**config.mk**
```make
export PLATFORM = sky130hd
export DESIGN_NAME = multi_btn_debouncer
export DESIGN_NICKNAME = d
export VERILOG_FILES = /design/src/rtl/debounce_pkg.sv /design/src/rtl/debounce_tick_gen.sv /design/src/rtl/multi_btn_debouncer.sv
export SDC_FILE = /design/constraint.sdc
export NUM_CORES = 1
export LEC_CHECK = 0
export ABC_AREA = 1
export CAP_MARGIN = 20
export CORE_MARGIN = 3
export CORE_UTILIZATION = 30
export DETAILED_ROUTE_END_ITERATION = 6
export PLACE_DENSITY = 0.6
export SYNTH_ARGS = -nofsm -noshare
export SYNTH_HDL_FRONTEND = slang
export SYNTH_SLANG_ARGS = --single-unit
```
**constraint.sdc**
```tcl
create_clock -name clk_100MHz -period 1.6 [get_ports clk_100MHz]
set_clock_uncertainty 0.1 [all_clocks]
set_input_delay 0.24 -clock clk_100MHz [delete_from_list [all_inputs] [get_ports clk_100MHz]]
set_output_delay 0.24 -clock clk_100MHz [all_outputs]
set_load 0.01 [all_outputs]
```
**src/rtl/debounce_pkg.sv**
```systemverilog
// Shared defaults and width helper for the button debouncer slice.
package debounce_pkg;

  localparam int DEF_CHANNELS     = 5;
  localparam int DEF_TICK_DIV     = 524288;
  localparam int DEF_STABLE_TICKS = 4;
  localparam bit DEF_ACTIVE_LOW   = 1'b0;

  // Bits needed to hold values 0..value-1, never less than one.
  function automatic int clog2(input int value);
    int w;
    w = 0;
    while ((1 << w) < value) w = w + 1;
    return (w < 1) ? 1 : w;
  endfunction

endpackage

```
**src/rtl/debounce_tick_gen.sv**
```systemverilog
// Free-running prescaler producing a one-cycle sample enable every TICK_DIV cycles.
module debounce_tick_gen
  import debounce_pkg::*;
#(
  parameter int TICK_DIV = DEF_TICK_DIV
) (
  input  logic clk_100MHz,
  input  logic clr_n,
  output logic tick
);

  localparam int            CW   = clog2(TICK_DIV);
  localparam logic [CW-1:0] LAST = CW'(TICK_DIV - 1);

  logic [CW-1:0] count;

  // NOTE: registers use non-blocking (<=) so every flop sees pre-edge values regardless of statement order.
  always_ff @(posedge clk_100MHz or negedge clr_n) begin
    if (!clr_n)             count <= '0;
    else if (count == LAST) count <= '0;
    else                    count <= count + CW'(1);
  end

  // A clock enable for the sampling logic, not a clock.
  assign tick = (count == LAST);

endmodule

```
**src/rtl/multi_btn_debouncer.sv**
```systemverilog
// Multi-channel button debouncer: synchronize, sample on tick, accept a level after STABLE_TICKS differing samples.
module multi_btn_debouncer
  import debounce_pkg::*;
#(
  parameter int CHANNELS     = DEF_CHANNELS,
  parameter int TICK_DIV     = DEF_TICK_DIV,
  parameter int STABLE_TICKS = DEF_STABLE_TICKS,
  parameter bit ACTIVE_LOW   = DEF_ACTIVE_LOW
) (
  input  logic                clk_100MHz,
  input  logic                clr_n,
  input  logic [CHANNELS-1:0] btn_in,
  output logic [CHANNELS-1:0] btn_level,
  output logic [CHANNELS-1:0] btn_rise,
  output logic [CHANNELS-1:0] btn_fall,
  output logic                tick
);

  localparam int            SW       = clog2(STABLE_TICKS + 1);
  localparam logic [SW-1:0] LAST_CNT = SW'(STABLE_TICKS - 1);
  localparam logic [CHANNELS-1:0] IDLE_RAW = {CHANNELS{ACTIVE_LOW}};

  logic [CHANNELS-1:0] sync_meta;
  logic [CHANNELS-1:0] sync_q;
  logic [CHANNELS-1:0] sample;

  debounce_tick_gen #(
    .TICK_DIV (TICK_DIV)
  ) u_tick_gen (
    .clk_100MHz (clk_100MHz),
    .clr_n      (clr_n),
    .tick       (tick)
  );

  // Reset to the idle raw level so a released button looks unchanged after reset.
  always_ff @(posedge clk_100MHz or negedge clr_n) begin
    if (!clr_n) begin
      sync_meta <= IDLE_RAW;
      sync_q    <= IDLE_RAW;
    end else begin
      sync_meta <= btn_in;
      sync_q    <= sync_meta;
    end
  end

  assign sample = sync_q ^ IDLE_RAW;

  for (genvar i = 0; i < CHANNELS; i++) begin : g_ch
    logic [SW-1:0] stable_cnt;
    logic [SW-1:0] cnt_next;
    logic          level_q;
    logic          level_next;
    logic          rise_q;
    logic          fall_q;

    // NOTE: every output of this block gets a default first, so no path leaves it unassigned and no latch is inferred.
    always_comb begin
      cnt_next   = stable_cnt;
      level_next = level_q;
      if (tick) begin
        if (sample[i] == level_q) begin
          cnt_next = '0;
        end else if (stable_cnt == LAST_CNT) begin
          level_next = ~level_q;
          cnt_next   = '0;
        end else begin
          cnt_next = stable_cnt + SW'(1);
        end
      end
    end

    // Edge pulses are registered alongside the level so they line up with its first new cycle.
    always_ff @(posedge clk_100MHz or negedge clr_n) begin
      if (!clr_n) begin
        stable_cnt <= '0;
        level_q    <= 1'b0;
        rise_q     <= 1'b0;
        fall_q     <= 1'b0;
      end else begin
        stable_cnt <= cnt_next;
        level_q    <= level_next;
        rise_q     <= level_next & ~level_q;
        fall_q     <= ~level_next & level_q;
      end
    end

    assign btn_level[i] = level_q;
    assign btn_rise[i]  = rise_q;
    assign btn_fall[i]  = fall_q;
  end

endmodule

```
# Word-level counts from Yosys, hierarchy flattened
# Cells that the tools add are included.
[word_totals] elab_cells=86 ff_bits=59 inputBits=7
[classes] addsub=6 eq_ne=11 bitwise_logic=20 mux=26
[op_table] cell="3-bit two-way mux" n=10
[op_table] cell="19-bit by 1-bit adder with 19-bit output, second input constant" n=1
[op_table] cell="19-bit equality test, second input constant" n=1
[op_table] cell="19-bit two-way mux" n=1
[op_table] cell="3-bit by 1-bit adder with 3-bit output, second input constant" n=5
[op_table] cell="3-bit by 2-bit equality test with 1-bit output, second input constant" n=5
[op_table] cell="1-bit two-way mux" n=15
[op_table] cell="1-bit bitwise AND" n=10
[op_table] cell="1-bit NOT" n=10
[op_table] cell="1-bit equality test" n=5

# Logic depth before layout (Yosys ltp)
# Gate-level depths: netlist of run 1.
[depth] depth_word=6 mapped_depth=10 depth_no_buf=9

# Cells and area by module
# Synthesis of run 1 repeated with hierarchy kept, for this count alone.
[unflattened] hier_cells=314 area_unflattened_um2=2741.4
[by_module_without_submodules] mod="multi_btn_debouncer" instances=1 area_each_um2=1732.9 cells_per_inst=188
[by_module_without_submodules] mod="debounce_tick_gen" instances=1 area_each_um2=1008.5 cells_per_inst=126

# Least setup slack after synthesis of run 1
# No wires, ideal clock.
[synth_timing] path_type="reg-to-output" start="register u_tick_gen.count[0]" end="output tick" n_path_buf=1 path_stages_with_launch=9 arrival_ps=1290 path_slack_ps=-30 cell_sequence="dfrtp_1 > ha_1 > nand2_1 > nor2_4 > nand2_2 > clkinv_2 > nand3_4 > clkinv_2 > buf_6"
[synth_between] elab_chain_len=1
[synth_rtl] element="start: declaration" line="debounce_tick_gen.sv:15" rtl="logic [CW-1:0] count;"
[synth_rtl] element="start signal: assignment" line="debounce_tick_gen.sv:21" rtl="else count <= count + CW'(1);"
[synth_rtl] element="19-bit equality test" line="debounce_tick_gen.sv:25" rtl="assign tick = (count == LAST);"
[synth_rtl] element="end: declaration" line="multi_btn_debouncer.sv:16" rtl="output logic tick"
# No other way between the ends.

# Worst setup path in the final report of run 1
# Ends and elaborated chain as after synthesis.

==> implementation parameters, run 1 <==
Parameter                              Value

Global route
  Antenna violations before repair ... 0
  Global-route wire length before repair ... 9.65 mm
  Total global routing overflow ... 0
  Met1 usage ... 15.1%
  Via count of the first global-routing pass ... 2108
  Met3 global-route usage ... about 2.3%
  Global routing usage summed across all routing layers ... 11.7%
  Maximum number of pins on one net before global-route repair ... 37
  Met2 global-route usage ... about a fifth
  Layer carrying the most global-route usage ... met2

Worst setup path
  Family with the most delay on the worst path ... flip-flops
  Critical path buffers and inverters ... 3
  Peak per-stage delay on the critical path ... slightly below 0.4 ns
  Slack of the worst reg-to-reg path ... -0.11 ns
  Cell at the slowest stage of the critical path ... sky130_fd_sc_hd__dfrtp_1
  Worst R2R End ... g_ch[1].rise_q$_DFF_PN0_
  CP endpoint kind ... output pin
  Chain of cells forming the critical path ... ha_2, nand2_2, nor2_4, nand2_2, inv_4, nand3_4, clkinv_2, buf_6
  R2r startpoint ... u_tick_gen.count[0]$_DFF_PN0_
  Crit path DAT ... ~1.4 ns
  Crit-path most repeated cell ... sky130_fd_sc_hd__nand2_2
  Largest fanout on the critical path ... 2
  Critical path startpoint category ... flop
  Worst R2R Path Depth ... 10
  Setup CP Type ... reg -> out
  Number of cells on the critical path ... 8
  Required arrival time at the worst endpoint ... approximately 1.3 ns

Finish
  Final-layout fill cell count ... approximately 880
  Area added between synthesis and finish ... 32.3%
  End-of-flow core utilization ... 42.0%
  Design area ... 0.00375 mm2
  Final-stage net count ... 388
  Fraction of final layout cells with drive strength greater than 1 ... 26.1%
  # diodes ... 0

Placed design
  Port Buf Inserts ... 22
  Final Wtd Congestion ... 0.832
  Worst slack, placed ... -0.207 ns
  DPL Wire Length ... between 3 and 4 mm
  Placed cell areas ... roughly 0.0033 mm2

Synth
  Netlist cell types ... 25
  Number of warning messages in the yosys log ... 0
  Synthesized cell area ... between 0.002 and 0.003 mm2
  Synthesized instance count ... around 320
  Synthesized flop and latch total ... between 50 and 60
  Post-synthesis sequential area ratio ... 52.1%
  Synthesized Nets ... 330
  Mean area per synthesized cell ... about 9 um2

Die
  Chip Height ... just over 100 um
  Floorplan row count ... 34
  Floorplan die area ... 0.0107 mm2
  Initial standard-cell utilization of the core ... about a third
  Number of top-level design ports ... 23
  Die Span X ... 103 um
  Core footprint ... about 0.009 mm2

Clocking
  TritonCTS Buffers ... 9
  Num Clock Sinks ... 59
  Clock root buffer ... sky130_fd_sc_hd__clkbuf_8
  Clock latency of the later-clocked register in the worst-skew pair ... between 0.3 and 0.4 ns
  Clock-pin slew of the registers on the worst-case setup and hold paths ... roughly 0.07 ns
  Maximum level of the CTS H-tree ... 3
  TritonCTS clock tree ... built
  Maximum buffer depth of the clock tree ... 2

Drt
  Final wirelength ... approximately 6.0 mm
  Via density ... about 4.4
  Iteration-0 DRC count of the detailed router ... between 100 and 150
  Wire length per cell ... roughly 12 um
  TritonRoute pass-1 iters ... 4
  Post-route DRC violation count ... 0
  Number of nets with antenna violations after routing ... 0
  Routed via count ... between 2000 and 2500

STA
  Setup_tns ... -0.506 ns
  Worst max-slew margin expressed relative to the limit ... around two thirds
  Final Max Slew Viols ... 0
  Final-report setup violation count ... 11
  Post-route minimum period ... 1.74 ns
  Number of hold violations in the final report ... 0
  Worst slew pin tran ... ~0.52 ns
  Fmax ... approximately 0.58 GHz
  Fin Hold WS ... ~0.24 ns
  Period utilisation layout ... 109%
  RSZ-0062 raised after global routing ... true
  PnR worst setup slack ... -0.139 ns

Hold path
  Hold Crit Start ... btn_in[3]
  Number of cells traversed by the worst hold path ... 1
  Hold crit path type ... in -> reg
  Worst hold path endpoint ... sync_meta[3]$_DFF_PN0_

Power and ir drop
  Power per cell area ... slightly below 900 mW/mm2
  Leakage power total ... 1.91 nW
  IR drop worst, VDD ... around 0.44 mV

Status
  Failing checks ... setup timing
  Run status ... finished, violations left

Run
  Max-cap viol count ... 0
what timing repair did:
action / 4_1_cts / 5_1_grt
resized for setup: 12 / 15
hold buffers: 1 / 0
hold endpoints to repair: 14 / 0
gates cloned: 0 / 4
pin swaps: 2 / 4
setup endpoints to repair: 35 / 38
buffers inserted: 4 / 3
worst register-to-register path: cells and delay by family (launching register included):
kind,cells,cell delay [ns]
AND/OR/NAND/NOR,5,0.48
adder cells (fa/ha/maj),1,0.19
flip-flops,1,0.36
buffers and inverters,4,0.51
area by class of cell:
type | count | area, um2 | area share, %
Timing Repair Buffer | 68 | 653 | 17.4
Clock inverter | 6 | 113 | 3.00
Sequential cell | 59 | 1480 | 39.4
Clock buffer | 10 | 138 | 3.67
Multi-Input combinational cell | 196 | 1080 | 28.7
Inverter | 41 | 158 | 4.20
Tap cell | 108 | 135 | 3.60
kinds of logic (layout without fill, tap and decap cells):
kind of cell               count (synthesis)  in the layout  synth area share (%)
buffers and inverters                     62            125                  11.5
xor gates and xnor gates                  15             15                  4.63
AOI/OAI and AO/OA                         16             16                  3.75
DFF                                       59             59                  52.1
and+or+nand+nor                          159            159                  25.4
adders and majority gates                  6              6                  2.65
worst max-delay path by stage:
stage / endpoint / startpoint / slack, ns
final: tick / u_tick_gen.count[0]$_DFF_PN0_ / -0.14
after CTS: tick / u_tick_gen.count[1]$_DFF_PN0_ / -0.18
after global routing: tick / u_tick_gen.count[0]$_DFF_PN0_ / -0.23
after global placement: tick / u_tick_gen.count[0]$_DFF_PN0_ / -0.19
after detailed placement: tick / u_tick_gen.count[1]$_DFF_PN0_ / -0.21
after floorplan: tick / u_tick_gen.count[0]$_DFF_PN0_ / 0.0006
metrics by stage:
step	instances	total power, mW
2_1_floorplan	317	1.55
3_3_place_gp	460	1.61
3_5_place_dp	460	1.61
4_1_cts	481	3.31
5_1_grt	488	3.40
6_report	488	3.29
state kept, by name (all words and copies together) (netlist names):
name,count
sync_meta,5
u_tick_gen.count,19
sample,5
g_ch.fall_q,5
g_ch.stable_cnt,15
g_ch.rise_q,5
g_ch.level_q,5
synthesized netlist by cell type:
cell type / n / share of area (%)
sky130_fd_sc_hd__dfrtp_1: 59 / 52
sky130_fd_sc_hd__nor2_1: 48 / 6.4
sky130_fd_sc_hd__ha_1: 6 / 2.6
sky130_fd_sc_hd__buf_6: 4 / 1.6
sky130_fd_sc_hd__o21ai_2: 7 / 2.2
sky130_fd_sc_hd__nor3_1: 4 / 0.71
sky130_fd_sc_hd__nor3_2: 5 / 1.8
sky130_fd_sc_hd__and2_1: 1 / 0.22
sky130_fd_sc_hd__nor2_2: 1 / 0.22
sky130_fd_sc_hd__clkinv_2: 2 / 0.35
sky130_fd_sc_hd__buf_4: 16 / 4.2
sky130_fd_sc_hd__xor2_1: 9 / 2.8
sky130_fd_sc_hd__o21ai_0: 6 / 1.1
sky130_fd_sc_hd__inv_2: 1 / 0.13
sky130_fd_sc_hd__inv_1: 38 / 5.0
sky130_fd_sc_hd__nand3_1: 13 / 2.3
sky130_fd_sc_hd__nand4_1: 6 / 1.3
sky130_fd_sc_hd__nand2_2: 2 / 0.44
sky130_fd_sc_hd__xnor2_1: 6 / 1.9
sky130_fd_sc_hd__a21oi_1: 3 / 0.53
sky130_fd_sc_hd__nor2_4: 2 / 0.79
sky130_fd_sc_hd__clkbuf_1: 1 / 0.13
sky130_fd_sc_hd__nand3_4: 1 / 0.62
sky130_fd_sc_hd__or2_2: 7 / 1.5
sky130_fd_sc_hd__nand2_1: 69 / 9.1
power breakdown:
group	internal [mW]	switching, mW
Sequential	1.50	0.00654
Clock	1.08	0.626
Combinational	0.0301	0.0406
Total	2.61	0.673
metal layers:
| metal | vias up | share of wire (%) | wire (um) |
|---|---|---|---|
| li1 | 1075 | - | - |
| met1 | 1030 | 46 | 2760 |
| met2 | 42 | 49 | 2950 |
| met3 | 10 | 3.3 | 197 |
| met4 | 0 | 2.0 | 119 |
| met5 | - | 0 | 0 |
cells in the final DEF (no fill, tap or decap), drive strengths merged, types with 9 or more instances in the layout:
cell,n
o21ai,13
dfrtp,59
clkdlybuf4s50,15
clkbuf,12
nor2,51
buf,45
nand2,71
xor2,9
nand3,14
nor3,9
inv,40
Note: power is estimated with default switching activity, not from simulation.
==> inputs of run 2 (changes only) <==
- CELL_PAD_IN_SITES_DETAIL_PLACEMENT: default -> 0
- CELL_PAD_IN_SITES_GLOBAL_PLACEMENT: default -> 2
- PLACE_DENSITY: 0.6 -> default
- PLACE_DENSITY_LB_ADDON: default -> 0.1
- SLEW_MARGIN: default -> 20
==> run 2 against run 1 <==
The run still ends with setup timing left. Sequential share of layout area increased by 1.1 points. Global-route usage increased by 1.0 points. Critical endpoint unchanged. Non-clock buffer count increased by 1. Design area decreased by 2.8%. Worst setup slack got worse by 0.0036 ns. Sequential power about the same. First-iteration DRC count decreased by 47%. Critical path depth unchanged. Worst hold slack got worse by 0.0035 ns. Clock-buffer cell count decreased by 1.
==> implementation parameters, run 2 (synthesis gave the netlist of run 1 again) <==
Parameter                              Value

STA
  Worst slew pin tran ... 0.467 ns (-0.0548 ns)
  Post-route minimum period ... 1.74 ns (+0.00360 ns)
  RSZ-0062 raised after global routing ... true
  Final Max Slew Viols ... 0 (unchanged)
  Setup_tns ... -0.150 ns (+0.356 ns)
  Final-report setup violation count ... 2 (-9)
  Fmax ... 0.574 GHz (-0.21%)
  Worst max-slew margin expressed relative to the limit ... 68.6% (+3.7 points)
  Period utilisation layout ... 109% (+0.22 points)
  PnR worst setup slack ... -0.142 ns (-0.00360 ns)
  Number of hold violations in the final report ... 0 (unchanged)

Drt
  Wire length per cell ... 12.1 um (-1.6%)
  Iteration-0 DRC count of the detailed router ... 68 (-47%)
  Post-route DRC violation count ... 0 (unchanged)
  Routed via count ... 2073 (-3.9%)
  Via density ... 4.24 (-4.1%)
  TritonRoute pass-1 iters ... 4 (unchanged)
  Final wirelength ... 5.94 mm (-1.4%)
  Number of nets with antenna violations after routing ... 0 (unchanged)

Die
  Floorplan row count ... 34 (unchanged)
  Core footprint ... 0.00893 mm2 (unchanged)
  Chip Height ... 103 um (unchanged)
  Die Span X ... 103 um (unchanged)
  Number of top-level design ports ... 23 (unchanged)
  Initial standard-cell utilization of the core ... 31.7% (unchanged)
  Floorplan die area ... 0.0107 mm2 (unchanged)

Finish
  Most frequent standard cell in the layout excluding fill and tap cells ... sky130_fd_sc_hd__nand2_1
  Commonest non-fill, non-tap cells in the layout ... sky130_fd_sc_hd__nand2_1, sky130_fd_sc_hd__dfrtp_1, sky130_fd_sc_hd__nor2_1
  # diodes ... 0 (unchanged)
  Largest register by flop count ... u_tick_gen.count
  Final-stage net count ... 389 (+0.26%)
  End-of-flow core utilization ... 40.8% (-1.2 points)
  Top flop regs ... u_tick_gen.count x19, g_ch.stable_cnt x15
  Max reg flops ... 19 (unchanged)
  Area added between synthesis and finish ... 28.6%
  Fraction of final layout cells with drive strength greater than 1 ... 26.8% (+0.72 points)

Clocking
  TritonCTS Buffers ... 9 (unchanged)
  Maximum buffer depth of the clock tree ... 2 (unchanged)
  Clock-pin slew of the registers on the worst-case setup and hold paths ... 0.07 ns (about the same)
  Maximum level of the CTS H-tree ... 3 (unchanged)
  TritonCTS clock tree ... built
  Clock root buffer ... sky130_fd_sc_hd__clkbuf_8
  Clock latency of the later-clocked register in the worst-skew pair ... 0.33 ns (about the same)
  Num Clock Sinks ... 59 (unchanged)

Placed design
  DPL Wire Length ... 3.90 mm (-1.3%)
  Port Buf Inserts ... 22 (unchanged)
  Worst slack, placed ... -0.218 ns (-0.0113 ns)
  Final Wtd Congestion ... 0.745 (-11%)

Worst setup path
  Crit path DAT ... 1.40 ns (about the same)
  Worst R2R Path Depth ... 10 (unchanged)
  Worst R2R End ... g_ch[3].rise_q$_DFF_PN0_
  Required arrival time at the worst endpoint ... 1.26 ns (about the same)
  Cell at the slowest stage of the critical path ... sky130_fd_sc_hd__dfrtp_1
  Critical path startpoint category ... flop
  Slack of the worst reg-to-reg path ... -0.01 ns (+0.10 ns)
  Crit-path most repeated cell ... sky130_fd_sc_hd__nand2_2
  R2r startpoint ... u_tick_gen.count[1]$_DFF_PN0_
  Chain of cells forming the critical path ... ha_2, nand2_2, nor2_4, nand2_2, inv_4, nand3_4, clkinv_4, buf_6
  Peak per-stage delay on the critical path ... 0.36 ns (-0.03 ns)
  Setup CP Type ... reg -> out
  Largest fanout on the critical path ... 2 (unchanged)
  CP endpoint kind ... output pin

Run
  Max-cap viol count ... 0 (unchanged)

Global route
  Via count of the first global-routing pass ... 2146 (+1.8%)
  Global-route wire length before repair ... 10.3 mm (+7.1%)
  Total global routing overflow ... 0 (unchanged)
  Global routing usage summed across all routing layers ... 12.8% (+1.0 points)
  Maximum number of pins on one net before global-route repair ... 60 (+62%)
  Antenna violations before repair ... 0 (unchanged)

Hold path
  Worst hold path endpoint ... sync_meta[4]$_DFF_PN0_
  Hold crit path type ... in -> reg
  Hold Crit Start ... btn_in[4]
  Number of cells traversed by the worst hold path ... 1 (unchanged)

Power and ir drop
  IR drop worst, VDD ... 0.385 mV (-12%)
  Leakage power total ... 1.86 nW (-2.6%)
  Power per cell area ... 797 mW/mm2 (-9.1%)
  Comb pwr share ... 2.3% (about the same)
  Part of the total power dissipated in sequential elements ... 52.0% (+6.0 points)
  Total internal power ... 2.24 mW (-14%)
  Final total power ... 2.90 mW (-12%)
  Relative contribution of the clock network to total power ... 45.8% (-6.1 points)
  Net switching share of the total power ... 22.8% (+2.4 points)
  Switching power summed over all nets ... 0.663 mW (-1.4%)

Status
  Failing checks ... setup timing
  Run status ... finished, violations left
run 2: cell types whose count changed in the layout (fill, tap and decap cells not counted), moves of 2 or more:
cell                         delta
sky130_fd_sc_hd__clkinvlp_4     +2
sky130_fd_sc_hd__buf_4          +5
sky130_fd_sc_hd__nor2_1         -2
sky130_fd_sc_hd__clkbuf_16      -2
sky130_fd_sc_hd__bufinv_16      -2
sky130_fd_sc_hd__buf_12         -2
run 2: routing by layer:
metal | GRT usage, % | share of wire, % | up-vias
li1 | - | - | 1074
met1 | 16.6 | 49 | 964
met2 | 20.4 | 46 | 28
met3 | 4.29 | 3.7 | 7
met4 | 3.59 | 1.5 | 0
met5 | 0 | 0 | -
run 2: metrics by stage:
stage / hold slack, ns / cell area, um2 / std cells
global placement: 0.180 / 3300 / 461
global route: 0.214 / 3650 / 489
CTS: 0.212 / 3600 / 489
floorplan: -0.156 / 2840 / 317
finish: 0.237 / 3650 / 489
detailed placement: 0.181 / 3300 / 461
run 2: worst max-delay path by stage:
| stage | startpoint | end | cells past startpoint |
|---|---|---|---|
| detailed placement | u_tick_gen.count[0]$_DFF_PN0_ | tick | 8 |
| global placement | u_tick_gen.count[0]$_DFF_PN0_ | tick | 8 |
| global route | u_tick_gen.count[1]$_DFF_PN0_ | tick | 8 |
| CTS | u_tick_gen.count[1]$_DFF_PN0_ | tick | 8 |
| finish | u_tick_gen.count[1]$_DFF_PN0_ | tick | 8 |
| floorplan | u_tick_gen.count[0]$_DFF_PN0_ | tick | 8 |
run 2: worst max-delay path, delay by kind of cell, from the launching register on:
family	cells	cell delay, ns
AND/OR/NAND/NOR	4	0.32
buffers and inverters	3	0.21
adder cells (fa/ha/maj)	1	0.19
flip-flops	1	0.36
run 2: power groups by stage:
| stage | clock network [mW] | logic (mW) | registers, mW |
|---|---|---|---|
| 5_1_grt | 1.46 | 0.0752 | 1.51 |
| 4_1_cts | 1.41 | 0.0702 | 1.51 |
| 3_5_place_dp | 0 | 0.0680 | 1.54 |
| 6_report | 1.33 | 0.0654 | 1.51 |
| 2_1_floorplan | 0 | 0.0136 | 1.54 |
| 3_3_place_gp | 0 | 0.0684 | 1.54 |
run 2: layout make-up:
type | count | area (um2)
Timing Repair Buffer | 69 | 602
Tap cell | 108 | 135
Sequential cell | 59 | 1480
Clock inverter | 7 | 68.8
Inverter | 41 | 161
Multi-Input combinational cell | 196 | 1080
Clock buffer | 9 | 124
Fill cell | 928 | 5290
run 2: repair_timing:
item / 4_1_cts / 5_1_grt
gates resized for setup: 16 / 13
cloned: 1 / 0
hold buffers: 1 / 0
setup buffers: 15 / 2
hold endpoints to repair: 59 / 0
pin swaps: 5 / 5
setup endpoints to repair: 39 / 41
==> inputs of run 3 (changes only) <==
- MAX_ROUTING_LAYER: default -> met4
==> run 3 against run 2 <==
The flow still finishes with violations (setup timing). Highest routed layer unchanged. Sequential cell count is the same. Fmax fell by 0.15%. Critical path depth did not move. Largest power group unchanged. Sequential power barely moved. Final cell count is the same. Register-to-register slack barely moved. Worst setup slack lost 0.0026 ns. Clock power hardly changed. Utilization unchanged.
==> implementation parameters, run 3 (synthesis gave the netlist of run 1 again) <==
Parameter                              Value

Status
  Run status ... finished, violations left
  Failing checks ... setup timing

Finish
  Area added between synthesis and finish ... 28.6% (unchanged)
  Final-layout fill cell count ... 928 (unchanged)
  Final-stage net count ... 389 (unchanged)
  Design area ... 0.00365 mm2 (unchanged)
  Area used by multi-input combinational logic ... 0.00108 mm2 (unchanged)
  Largest register by flop count ... u_tick_gen.count
  Area of all sequential standard cells ... 0.00148 mm2 (unchanged)
  Max reg flops ... 19 (unchanged)
  Fraction of final layout cells with drive strength greater than 1 ... 26.8% (unchanged)
  Count of placed standard cells in the final layout, fillers left out ... 489 (unchanged)
  Commonest non-fill, non-tap cells in the layout ... sky130_fd_sc_hd__nand2_1, sky130_fd_sc_hd__dfrtp_1, sky130_fd_sc_hd__nor2_1
  Most frequent standard cell in the layout excluding fill and tap cells ... sky130_fd_sc_hd__nand2_1
  End-of-flow core utilization ... 40.8% (unchanged)
  # diodes ... 0 (unchanged)
  Top flop regs ... u_tick_gen.count x19, g_ch.stable_cnt x15

Worst setup path
  Critical path startpoint category ... flop
  Crit path DAT ... 1.40 ns (about the same)
  Required arrival time at the worst endpoint ... 1.26 ns (about the same)
  Setup CP Type ... reg -> out
  Slack of the worst reg-to-reg path ... -0.01 ns (about the same)
  CP endpoint kind ... output pin
  Largest fanout on the critical path ... 2 (unchanged)

Drt
  Post-route DRC violation count ... 0 (unchanged)
  Routed via count ... 2072 (-0.048%)
  Via density ... 4.24 (about the same)
  TritonRoute pass-1 iters ... 4 (unchanged)
  Number of nets with antenna violations after routing ... 0 (unchanged)
  Final wirelength ... 5.95 mm (+0.22%)
  Wire length per cell ... 12.2 um (+0.22%)
  Iteration-0 DRC count of the detailed router ... 66 (-2.9%)

STA
  PnR worst setup slack ... -0.145 ns (-0.00256 ns)
  Fmax ... 0.573 GHz (-0.15%)
  Worst slew pin tran ... 0.467 ns (+0.0000257 ns)
  Period utilisation layout ... 109% (+0.16 points)
  Number of hold violations in the final report ... 0 (unchanged)
  Final Max Slew Viols ... 0 (unchanged)
  Post-route minimum period ... 1.74 ns (+0.00256 ns)
  RSZ-0062 raised after global routing ... true
  Final-report setup violation count ... 3 (+1)
  Worst max-slew margin expressed relative to the limit ... 68.6% (about the same)

Global route
  Antenna violations before repair ... 0 (unchanged)
  Via count of the first global-routing pass ... 2148 (+0.093%)
  Global-route wire length before repair ... 10.3 mm (unchanged)
  Maximum number of pins on one net before global-route repair ... 60 (unchanged)
  Total global routing overflow ... 0 (unchanged)
  Global routing usage summed across all routing layers ... 13.2% (+0.39 points)

Power and ir drop
  Total internal power ... 2.24 mW (about the same)
  Power per cell area ... 798 mW/mm2 (+0.11%)
  Leakage power total ... 1.86 nW (unchanged)
  IR drop worst, VDD ... 0.385 mV (about the same)
  Switching power summed over all nets ... 0.667 mW (+0.51%)
  Comb pwr share ... 2.2% (about the same)
  Relative contribution of the clock network to total power ... 45.9% (about the same)
  Net switching share of the total power ... 22.9% (+0.091 points)
  Part of the total power dissipated in sequential elements ... 51.9% (about the same)
  Final total power ... 2.91 mW (+0.11%)

Clocking
  Num Clock Sinks ... 59 (unchanged)
  Maximum buffer depth of the clock tree ... 2 (unchanged)
  TritonCTS Buffers ... 9 (unchanged)
  Clock latency of the later-clocked register in the worst-skew pair ... 0.34 ns (about the same)
  TritonCTS clock tree ... built
  Clock-pin slew of the registers on the worst-case setup and hold paths ... 0.07 ns (about the same)
  Maximum level of the CTS H-tree ... 3 (unchanged)
  Clock root buffer ... sky130_fd_sc_hd__clkbuf_8

Die
  Initial standard-cell utilization of the core ... 31.7% (unchanged)
  Floorplan die area ... 0.0107 mm2 (unchanged)
  Core footprint ... 0.00893 mm2 (unchanged)
  Number of top-level design ports ... 23 (unchanged)
  Chip Height ... 103 um (unchanged)
  Die Span X ... 103 um (unchanged)
  Floorplan row count ... 34 (unchanged)

Placed design
  Port Buf Inserts ... 22 (unchanged)
  Final Wtd Congestion ... 0.754 (+1.3%)
  DPL Wire Length ... 3.90 mm (unchanged)
  DP Cell Count ... 461 (unchanged)
  Placed cell areas ... 0.00330 mm2 (unchanged)

Run
  Max-cap viol count ... 0 (unchanged)

Hold path
  Hold crit path type ... in -> reg
-- run 3: cell counts in the layout (fill, tap and decap cells not counted) --
Identical to the previous run, type by type.
-- run 3: timing repair --
item / CTS / global route
pin swaps: 5 / 5
setup endpoints to repair: 39 / 41
setup buffers: 15 / 2
gates cloned: 1 / 0
resized for setup: 16 / 13
hold endpoints to repair: 59 / 0
hold buffers: 1 / 0
-- run 3: power by group through the flow --
stage | Combinational [mW] | Clock, mW | Sequential [mW]
final | 0.0653 | 1.33 | 1.51
after global placement | 0.0684 | 0 | 1.54
after floorplan | 0.0136 | 0 | 1.54
after global routing | 0.0752 | 1.46 | 1.51
after CTS | 0.0702 | 1.41 | 1.51
after detailed placement | 0.0680 | 0 | 1.54
-- run 3: path summary, 6_finish.rpt --
path	end	start	cells after the start
worst max-delay path	tick	u_tick_gen.count[1]$_DFF_PN0_	8
worst min-delay path	sync_meta[4]$_DFF_PN0_	btn_in[4]	1
worst max register to register	g_ch[3].rise_q$_DFF_PN0_	u_tick_gen.count[1]$_DFF_PN0_	10
worst min register to register	sample[3]$_DFF_PN0_	sync_meta[3]$_DFF_PN0_	0
max in group asynchronous	u_tick_gen.count[8]$_DFF_PN0_	clr_n	3
min in group asynchronous	u_tick_gen.count[6]$_DFF_PN0_	clr_n	3
-- run 3: final cells by class --
cell class                      instances  share of cell area [%]
Multi-Input combinational cell        196                    29.6
Inverter                               41                    4.43
Tap cell                              108                    3.71
Timing Repair Buffer                   69                    16.5
Sequential cell                        59                    40.5
Clock inverter                          7                    1.89
Clock buffer                            9                    3.40
-- run 3: critical path, stage by stage (launching register included) --
cell and delay [ns]:
sky130_fd_sc_hd__dfrtp_1 0.36, sky130_fd_sc_hd__ha_2 0.19, sky130_fd_sc_hd__nand2_2 0.06, sky130_fd_sc_hd__nor2_4 0.09, sky130_fd_sc_hd__nand2_2 0.08, sky130_fd_sc_hd__inv_4 0.06, sky130_fd_sc_hd__nand3_4 0.09, sky130_fd_sc_hd__clkinv_4 0.06
sky130_fd_sc_hd__buf_6 0.09
-- run 3: routing by layer --
layer / wire, um / global-route usage [%] / vias up / part of all wire [%]
met3: 223 / 4.02 / 8 / 3.7
met1: 2920 / 16.7 / 960 / 49
met2: 2730 / 20.4 / 30 / 46
met5: 0 / - / - / 0
met4: 80 / 3.59 / 0 / 1.3
li1: - / - / 1074 / -
-- run 3: metrics by stage --
step,setup TNS (ns),hold slack [ns],setup WS [ns]
after floorplan,0,-0.156,0.000595
after global placement,-2.90,0.180,-0.202
after detailed placement,-3.21,0.181,-0.218
after CTS,-3.43,0.212,-0.188
after global routing,-3.55,0.214,-0.257
final,-0.153,0.234,-0.145
